`config.mk`:
```
export PLATFORM = sky130hd
export DESIGN_NAME = fft_peak_detect
export DESIGN_NICKNAME = d
export VERILOG_FILES = /design/src/rtl/fft_pkg.sv /design/src/rtl/fft_mag_sq.sv /design/src/rtl/fft_peak_detect.sv
export SDC_FILE = /design/constraint.sdc
export NUM_CORES = 2
export LEC_CHECK = 0
export BUFFER_PORTS_ARGS = -buffer_cell sky130_fd_sc_hd__buf_4
export CAP_MARGIN = 40
export CELL_PAD_IN_SITES_DETAIL_PLACEMENT = 0
export CELL_PAD_IN_SITES_GLOBAL_PLACEMENT = 1
export CORE_MARGIN = 10
export CORE_UTILIZATION = 44
export CTS_CLUSTER_SIZE = 10
export DETAILED_ROUTE_END_ITERATION = 16
export PLACE_DENSITY = 0.82
export SYNTH_ARGS = -nofsm -noshare
export SYNTH_HDL_FRONTEND = slang
export SYNTH_SLANG_ARGS = --single-unit
export TNS_END_PERCENT = 20
```
`constraint.sdc`:
```
create_clock -name clk -period 8.5 [get_ports clk]
set_input_delay 0.425 -clock clk [delete_from_list [all_inputs] [get_ports clk]]
set_output_delay 0.425 -clock clk [all_outputs]
set_load 0.05 [all_outputs]
```
`src/rtl/fft_pkg.sv`:
```
// Shared constants and FSM state type for the FFT peak detector.
package fft_pkg;

   localparam int N_FFT   = 8192;
   localparam int IDX_W   = 13;
   localparam int XK_W    = 38;
   localparam int MAG_W   = 48;
   localparam int SLICE_W = 24;
   localparam int SQ_W    = 47;

   typedef enum logic [2:0] {
      IDLE,
      UNLOAD,
      SCAN,
      DRAIN,
      REPORT
   } peak_state_t;

endpackage

```
`src/rtl/fft_mag_sq.sv`:
```
// Two-stage pipelined re^2 + im^2 on 24-bit signed slices, with valid and
// bin index carried alongside the data.
module fft_mag_sq
   import fft_pkg::*;
(
   input  logic                      clk,
   input  logic                      rst_n,
   input  logic                      valid_i,
   input  logic [IDX_W-1:0]          idx_i,
   input  logic signed [SLICE_W-1:0] re_i,
   input  logic signed [SLICE_W-1:0] im_i,
   output logic                      valid_o,
   output logic [IDX_W-1:0]          idx_o,
   output logic [MAG_W-1:0]          mag_o
);

   localparam int PROD_W = 2 * SLICE_W;

   logic signed [PROD_W-1:0] re_ext, im_ext, prod_re, prod_im;
   logic [SQ_W-1:0]          sq_re_q, sq_im_q;
   logic                     sq_valid_q;
   logic [IDX_W-1:0]         sq_idx_q;
   logic [MAG_W-1:0]         mag_d, mag_q;
   logic                     mag_valid_q;
   logic [IDX_W-1:0]         mag_idx_q;

   // A square is never negative and peaks at 2^46, so 47 unsigned bits hold it.
   assign re_ext  = PROD_W'(re_i);
   assign im_ext  = PROD_W'(im_i);
   assign prod_re = re_ext * re_ext;
   assign prod_im = im_ext * im_ext;
   assign mag_d   = {1'b0, sq_re_q} + {1'b0, sq_im_q};

   always_ff @(posedge clk or negedge rst_n) begin
      if (!rst_n) begin
         sq_valid_q  <= 1'b0;
         sq_idx_q    <= '0;
         sq_re_q     <= '0;
         sq_im_q     <= '0;
         mag_valid_q <= 1'b0;
         mag_idx_q   <= '0;
         mag_q       <= '0;
      end else begin
         sq_valid_q  <= valid_i;
         sq_idx_q    <= idx_i;
         sq_re_q     <= prod_re[SQ_W-1:0];
         sq_im_q     <= prod_im[SQ_W-1:0];
         mag_valid_q <= sq_valid_q;
         mag_idx_q   <= sq_idx_q;
         mag_q       <= mag_d;
      end
   end

   assign valid_o = mag_valid_q;
   assign idx_o   = mag_idx_q;
   assign mag_o   = mag_q;

endmodule

```
`src/rtl/fft_peak_detect.sv`:
```
// Unloads one FFT frame, finds the largest |X|^2 bin inside [MIN_BIN, MAX_BIN]
// and reports it once per frame. FFT_PEAK_THRESH_EN adds a threshold flag.
module fft_peak_detect
   import fft_pkg::*;
#(
   parameter int MIN_BIN   = 1,
   parameter int MAX_BIN   = 4095,
   parameter int TRUNC_LSB = 14
) (
   input  logic                    clk,
   input  logic                    rst_n,
   input  logic                    done,
   input  logic                    dv,
   input  logic [IDX_W-1:0]        xk_index,
   input  logic signed [XK_W-1:0]  xk_re,
   input  logic signed [XK_W-1:0]  xk_im,
`ifdef FFT_PEAK_THRESH_EN
   input  logic [MAG_W-1:0]        thresh,
   output logic                    peak_above,
`endif
   output logic                    unload,
   output logic                    busy,
   output logic                    peak_valid,
   output logic [IDX_W-1:0]        peak_index,
   output logic [MAG_W-1:0]        peak_mag
);

   localparam logic [IDX_W-1:0] MIN_IDX  = IDX_W'(MIN_BIN);
   localparam logic [IDX_W-1:0] MAX_IDX  = IDX_W'(MAX_BIN);
   localparam logic [IDX_W-1:0] LAST_IDX = IDX_W'(N_FFT - 1);

   peak_state_t              state_q;
   logic [1:0]               drain_cnt_q;
   logic                     unload_q, busy_q, peak_valid_q;
   logic [IDX_W-1:0]         peak_index_q, best_idx_q, best_idx_d;
   logic [MAG_W-1:0]         peak_mag_q, best_mag_q, best_mag_d;
   logic                     s1_valid_q;
   logic [IDX_W-1:0]         s1_idx_q;
   logic signed [SLICE_W-1:0] s1_re_q, s1_im_q;
   logic                     m_valid;
   logic [IDX_W-1:0]         m_idx;
   logic [MAG_W-1:0]         m_mag;

   always_ff @(posedge clk or negedge rst_n) begin
      if (!rst_n) begin
         s1_valid_q <= 1'b0;
         s1_idx_q   <= '0;
         s1_re_q    <= '0;
         s1_im_q    <= '0;
      end else begin
         s1_valid_q <= dv && (state_q == SCAN);
         s1_idx_q   <= xk_index;
         s1_re_q    <= xk_re[TRUNC_LSB +: SLICE_W];
         s1_im_q    <= xk_im[TRUNC_LSB +: SLICE_W];
      end
   end

   fft_mag_sq u_mag_sq (
      .clk     (clk),
      .rst_n   (rst_n),
      .valid_i (s1_valid_q),
      .idx_i   (s1_idx_q),
      .re_i    (s1_re_q),
      .im_i    (s1_im_q),
      .valid_o (m_valid),
      .idx_o   (m_idx),
      .mag_o   (m_mag)
   );

   // Strictly-greater update keeps the lowest index on ties.
   always_comb begin
      best_mag_d = best_mag_q;
      best_idx_d = best_idx_q;
      if (m_valid && (m_idx >= MIN_IDX) && (m_idx <= MAX_IDX) && (m_mag > best_mag_q)) begin
         best_mag_d = m_mag;
         best_idx_d = m_idx;
      end
   end

   // The last bin reaches the comparator in the final DRAIN cycle, so the
   // report latches best_*_d rather than the registered best.
   always_ff @(posedge clk or negedge rst_n) begin
      if (!rst_n) begin
         state_q      <= IDLE;
         drain_cnt_q  <= '0;
         unload_q     <= 1'b0;
         busy_q       <= 1'b0;
         peak_valid_q <= 1'b0;
         peak_index_q <= '0;
         peak_mag_q   <= '0;
         best_idx_q   <= '0;
         best_mag_q   <= '0;
`ifdef FFT_PEAK_THRESH_EN
         peak_above   <= 1'b0;
`endif
      end else begin
         unload_q     <= 1'b0;
         peak_valid_q <= 1'b0;
         best_idx_q   <= best_idx_d;
         best_mag_q   <= best_mag_d;
         case (state_q)
            IDLE: begin
               if (done) begin
                  state_q  <= UNLOAD;
                  unload_q <= 1'b1;
                  busy_q   <= 1'b1;
               end
            end
            UNLOAD: begin
               best_mag_q <= '0;
               best_idx_q <= MIN_IDX;
               state_q    <= SCAN;
            end
            SCAN: begin
               if (dv && (xk_index == LAST_IDX)) begin
                  state_q     <= DRAIN;
                  drain_cnt_q <= '0;
               end
            end
            DRAIN: begin
               if (drain_cnt_q == 2'd2) begin
                  state_q      <= REPORT;
                  peak_valid_q <= 1'b1;
                  peak_index_q <= best_idx_d;
                  peak_mag_q   <= best_mag_d;
`ifdef FFT_PEAK_THRESH_EN
                  peak_above   <= (best_mag_d >= thresh);
`endif
               end else begin
                  drain_cnt_q <= drain_cnt_q + 2'd1;
               end
            end
            REPORT: begin
               busy_q  <= 1'b0;
               state_q <= IDLE;
            end
            default: state_q <= IDLE;
         endcase
      end
   end

   assign unload     = unload_q;
   assign busy       = busy_q;
   assign peak_valid = peak_valid_q;
   assign peak_index = peak_index_q;
   assign peak_mag   = peak_mag_q;

endmodule

```
Yosys cells after proc, flatten, opt, wreduce, memory -nomap -nowiden
Index checks and enable logic that the tools add are counted.
{ "word_totals": {"reg_bits": 362, "latchBits": 0, "ram_bits": 0, "mem_bits_ro": 0, "output_inout_bits": 64, "mem_count": 0} }
{ "op_classes": {"addsub": 2, "mul": 2, "div": 0, "n_lt_le_gt_ge": 3, "n_eq_ne": 10, "shift": 0, "muxes": 17, "bitwise": 0, "reduce_logical": 12} }
{ "ops": {"columns": ["cell", "count"], "rows": [
  ["$mux 48", 2],
  ["$mul 24x24->47", 2],
  ["$add 47x47->48", 1],
  ["$gt 48x48->1", 1],
  ["$mux 13", 2],
  ["$eq 13x13->1 const B", 1],
  ["$ge 13x1->1 const B", 1],
  ["$le 13x12->1 const B", 1],
  ["$pmux 3 s4", 1],
  ["$mux 3", 3],
  ["$eq 3x2->1 const B", 2],
  ["$ne 2x2->1 const B", 3],
  ["$reduce_and 3->1", 2],
  ["$logic_and 1x1->1", 5],
  ["$mux 1", 5],
  ["$mux 2", 2],
  ["$pmux 2 s2", 1],
  ["$reduce_and 2->1", 2],
  ["$reduce_bool 2->1", 2],
  ["$eq 3x1->1 const B", 1],
  ["$eq 3x3->1 const B", 1],
  ["$logic_not 3->1", 1],
  ["$add 2x1->2 const B", 1],
  ["$eq 2x2->1 const B", 1],
  ["2 further kinds", 2]
]} }

Logic depth before layout (Yosys ltp)
{ "depth": {"ltp_word": 6, "depth_mapped": 28, "ltp_nobuf": 26} }

Hierarchy
Synthesis repeated with hierarchy kept, for this count alone.
{ "unflattened": {"cells_unflattened": 5184, "area_unflattened_um2": 51683.3} }
{ "by_module_without_submodules": {"columns": ["mod", "n_inst", "cells_each", "area_per_inst_um2", "seq_area_each_um2"], "rows": [
  ["fft_mag_sq", 1, 4418, 43576.8, 4204.0],
  ["fft_peak_detect", 1, 766, 8106.5, 4804.6]
]} }

Worst setup path before layout
OpenSTA, ideal clock, no wires.
{ "synth_path": {"path_kind": "reg-to-reg", "startpoint": "reg s1_re_q[23]", "endpoint": "reg u_mag_sq.sq_re_q[43]", "setup_time_ns": 0.116, "arrival_time_ns": 7.090, "t_required_ns": 8.384, "setup_slack_ns": 1.294, "stages_incl_launch_ff": 25, "path_cell_list": "dfrtp_1 clkbuf_1 clkbuf_1 nand2_1 inv_1 fa_1 fa_1 inv_1 fa_1 inv_1 fa_1 fa_1 fa_1 fa_1 ha_1 clkbuf_1 a21oi_1 o21ai_0 a21oi_1 o21ai_0 nor4_1 nor3_1 o31ai_2 or4b_1 o311ai_0"} }
{ "synth_between": {"elab_chain_len": 1} }
{ "synth_rtl": {"columns": ["element", "line", "source"], "rows": [
  ["start, declared", "fft_peak_detect.sv:39", "logic signed [SLICE_W-1:0] s1_re_q, s1_im_q;"],
  ["start signal, assigned", "fft_peak_detect.sv:53", "s1_re_q <= xk_re[TRUNC_LSB +: SLICE_W];"],
  ["$mul 24x24->47", "fft_mag_sq.sv:30", "assign prod_re = re_ext * re_ext;"],
  ["named net u_mag_sq.prod_re[43]", "fft_mag_sq.sv:19", "logic signed [PROD_W-1:0] re_ext, im_ext, prod_re, prod_im;"],
  ["end signal, assigned", "fft_mag_sq.sv:46", "sq_re_q <= prod_re[SQ_W-1:0];"],
  ["end, declared", "fft_mag_sq.sv:20", "logic [SQ_W-1:0] sq_re_q, sq_im_q;"]
]} }
The timed path passes the listed nets, and every way through them passes these cells.
A chain may end at the register's enable or synchronous reset.

Worst setup path in the final report
{ "layout_path": {"startpoint": "reg s1_re_q[0]", "endpoint": "reg u_mag_sq.sq_re_q[43]"} }
Same word-level chain as after synthesis.

==> impl_metrics.tcl <==
set metrics [dict create \
    slew_viol_final 0 \
    cts_num_sinks 360 \
    vias 33841 \
    seq_area_frac_synth 0.175 \
    critPathCaptureType "register" \
    wl_per_cell_um 17.2 \
    hold_violations 0 \
    wl_met2_mm 58.4 \
    holdPathStages 2 \
    place_inst 6716 \
    setup-violations-final 0 \
    syn_inst 5119 \
    ys_types 75 \
    rows 125 \
    synth_top_area_frac 0.426 \
    numCtsBuffers 47 \
    rrSetupSlack_ns 0.45 \
    synth-async-reset-ratio 1.00 \
    start_util 0.443 \
    yosys_warnings 0 \
    maxCapViolCount 0 \
    grt.overflow.total 0 \
    yosysMostFrequentCell "inv_1" \
    rsz0062_at_grt "false" \
    vias_per_cell 4.94 \
    synth_area_um2 51500 \
    final_antenna_net_count 0 \
    drt-met1-wl_mm 50.3 \
    outcome "completed" \
    tightest_slew_ns 0.868 \
    finalCritPeriodShare 0.947 \
    yosys.area.top_type "fa_1" \
    design.final.nets 6870 \
    routabilityCongestion 0.866 \
    hpwl_mm 98.7 \
    ys.flop_type "dfrtp_1" \
    required_ns 8.98 \
    design.die.area_um2 131000 \
    clock_latency_ns 0.65 \
    hold_path_class "input pin to register" \
    drtIter0Drc 1696 \
    antenna_found_initial 4 \
    grt_usage 0.188 \
    cp.arrival_ns 8.53 \
    start_kind "register" \
    synth_common_cells "inv_1 (1391), fa_1 (1096), nand2_1 (468)" \
    timing.fmax_mhz 124 \
    nFillCells 10645 \
    coreArea_um2 116000 \
    dr.pass1.iters 5 \
    cts_tree "built" \
    regArea_um2 9010 \
    io_pins 157 \
    drive_gt1_frac 0.0586 \
    fin_skew_ns 0.0520 \
    multiInputGateArea_um2 36700 \
    numPortBuffers 128 \
    htree_num_levels 2 \
    synth-seq-cells 360 \
    syn_area_per_cell_um2 10.1 \
    routed_wl_mm 118 \
    path_class "register to register" \
    maxSlewHeadroom 0.422 \
    grt_pass1_vias 38030 \
    rr_startpoint "s1_re_q[0]$_DFF_PN0_" \
    rr_worst_depth 22 \
    cts_max_path_buffers 3 \
    grt_max_degree 99 \
    finalCriticalPeriod_ns 8.05 \
    synth-edff-count 0 \
    min_to "s1_valid_q$_DFF_PN0_" \
    synth_nets 6685 \
    min_from "dv" \
    area_growth_pct 10.1 \
    finalNonFillerCells 6853 \
    fin_tns_setup_ns 0 \
    synthTopCellsByArea "fa_1 (43%), dfrtp_1 (17%), inv_1 (10%)" \
    top_layer "met4" \
    path_clk_slew_ns 0.05 \
    path_max_fanout 10 \
    wl_met3_mm 6.02 \
    r2r_end "u_mag_sq.sq_re_q[43]$_DFF_PN0_" \
    post_cts_buffers 0 \
    grt_pass1_wl_mm 198 \
    chipWidth_um 362 \
    die_h_um 362 \
    drc 0 \
    clockRootBuffer "clkbuf_16" \
]
## worst max path at each step
stage	start	cells after the start	slack, ns	end
after CTS	s1_re_q[0]$_DFF_PN0_	22	0.32	u_mag_sq.sq_re_q[43]$_DFF_PN0_
after detailed placement	s1_re_q[0]$_DFF_PN0_	22	0.35	u_mag_sq.sq_re_q[43]$_DFF_PN0_
after global placement	s1_re_q[0]$_DFF_PN0_	22	0.38	u_mag_sq.sq_re_q[43]$_DFF_PN0_
after floorplan	s1_re_q[23]$_DFF_PN0_	24	1.29	u_mag_sq.sq_re_q[43]$_DFF_PN0_
final	s1_re_q[0]$_DFF_PN0_	22	0.45	u_mag_sq.sq_re_q[43]$_DFF_PN0_
after global routing	s1_re_q[0]$_DFF_PN0_	22	0.03	u_mag_sq.sq_re_q[43]$_DFF_PN0_
## placed cells by master (no fill, tap or decap), types with 26 or more instances in the layout
cell type and n:
a21o_1 84, xor2_1 51, fa_1 1096, inv_1 1391, nor2_1 157, and2_1 207
o21ai_0 102, dfrtp_1 360, ha_1 377, nor2b_1 52, o21a_1 37, xnor2_1 110
dlygate4sd3_1 63, a21oi_1 147, o21ai_1 26, nand3_1 26, clkbuf_16 47, buf_4 212
mux2i_1 51, nand2_1 468, nand4_1 29
## cells by family (layout without fill, tap and decap cells)
family / after synthesis / count (layout) / share of synthesized area
buffers and inverters: 1537 / 1746 / 0.113
adder cells (fa/ha/maj): 1473 / 1473 / 0.518
AND/OR/NAND/NOR: 1026 / 1026 / 0.0943
AO/OA/AOI/OAI: 510 / 510 / 0.0630
flip-flops: 360 / 360 / 0.175
XOR/XNOR: 161 / 161 / 0.0274
multiplexers: 52 / 52 / 0.0101
other: 0 / 1 / 0
## area by class of cell
cell class	instances	share of cell area
Timing Repair Buffer	282	0.0420
Clock buffer	60	0.0221
Antenna cell	1	0.0000441
Tap cell	1524	0.0336
Inverter	1391	0.0920
Clock inverter	13	0.00401
Sequential cell	360	0.159
Multi-Input combinational cell	3222	0.647
## state kept, by name, indices dropped and copies added (netlist names), 13 cells and up
signal             count
u_mag_sq.sq_im_q      46
u_mag_sq.sq_re_q      46
u_mag_sq.mag_o        48
best_idx_q            13
s1_im_q               24
peak_mag              48
u_mag_sq.idx_o        13
best_mag_q            48
s1_idx_q              13
u_mag_sq.sq_idx_q     13
peak_index            13
s1_re_q               24
## worst max-delay path, cell delays in order (launching register included)
cell and delay, ns:
dfrtp_1 0.66, nand2_1 0.17, inv_1 0.14, fa_1 0.56, fa_1 0.73, inv_1 0.24, fa_1 0.54, inv_1 0.05
fa_1 0.48, fa_1 0.59, fa_1 0.44, fa_1 0.45, ha_1 0.42, a21oi_1 0.31, o21ai_0 0.19, a21oi_1 0.16
o21ai_0 0.22, nor4_2 0.45, buf_4 0.19, nor3_1 0.08, o31ai_2 0.27, or4b_1 0.46, o311ai_0 0.12
## layer usage
layer / global-route usage / vias to the layer above
met5: 0 / -
met4: 0.0466 / 0
met3: 0.0263 / 147
met2: 0.325 / 673
met1: 0.248 / 17448
li1: - / 15573
## timing repair
action	in CTS	in global routing
endpoints found under the hold margin	157	0
hold buffers	63	0
setup endpoints to repair	0	1
resized for setup	0	1
## metrics by stage
step                worst slack (ns)  utilization  area, µm²  hold WS [ns]
finish                         0.453        0.488      56700        0.0930
global placement               0.379        0.469      54500         0.332
floorplan                       1.29            -      51500         0.129
CTS                            0.325        0.488      56700        0.0450
detailed placement             0.351        0.470      54600         0.335
global route                  0.0250        0.488      56700        0.0746
Power is left out: the tool's default activity adds up to more than one toggle a clock period on the data nets, which glitch-free logic cannot reach.
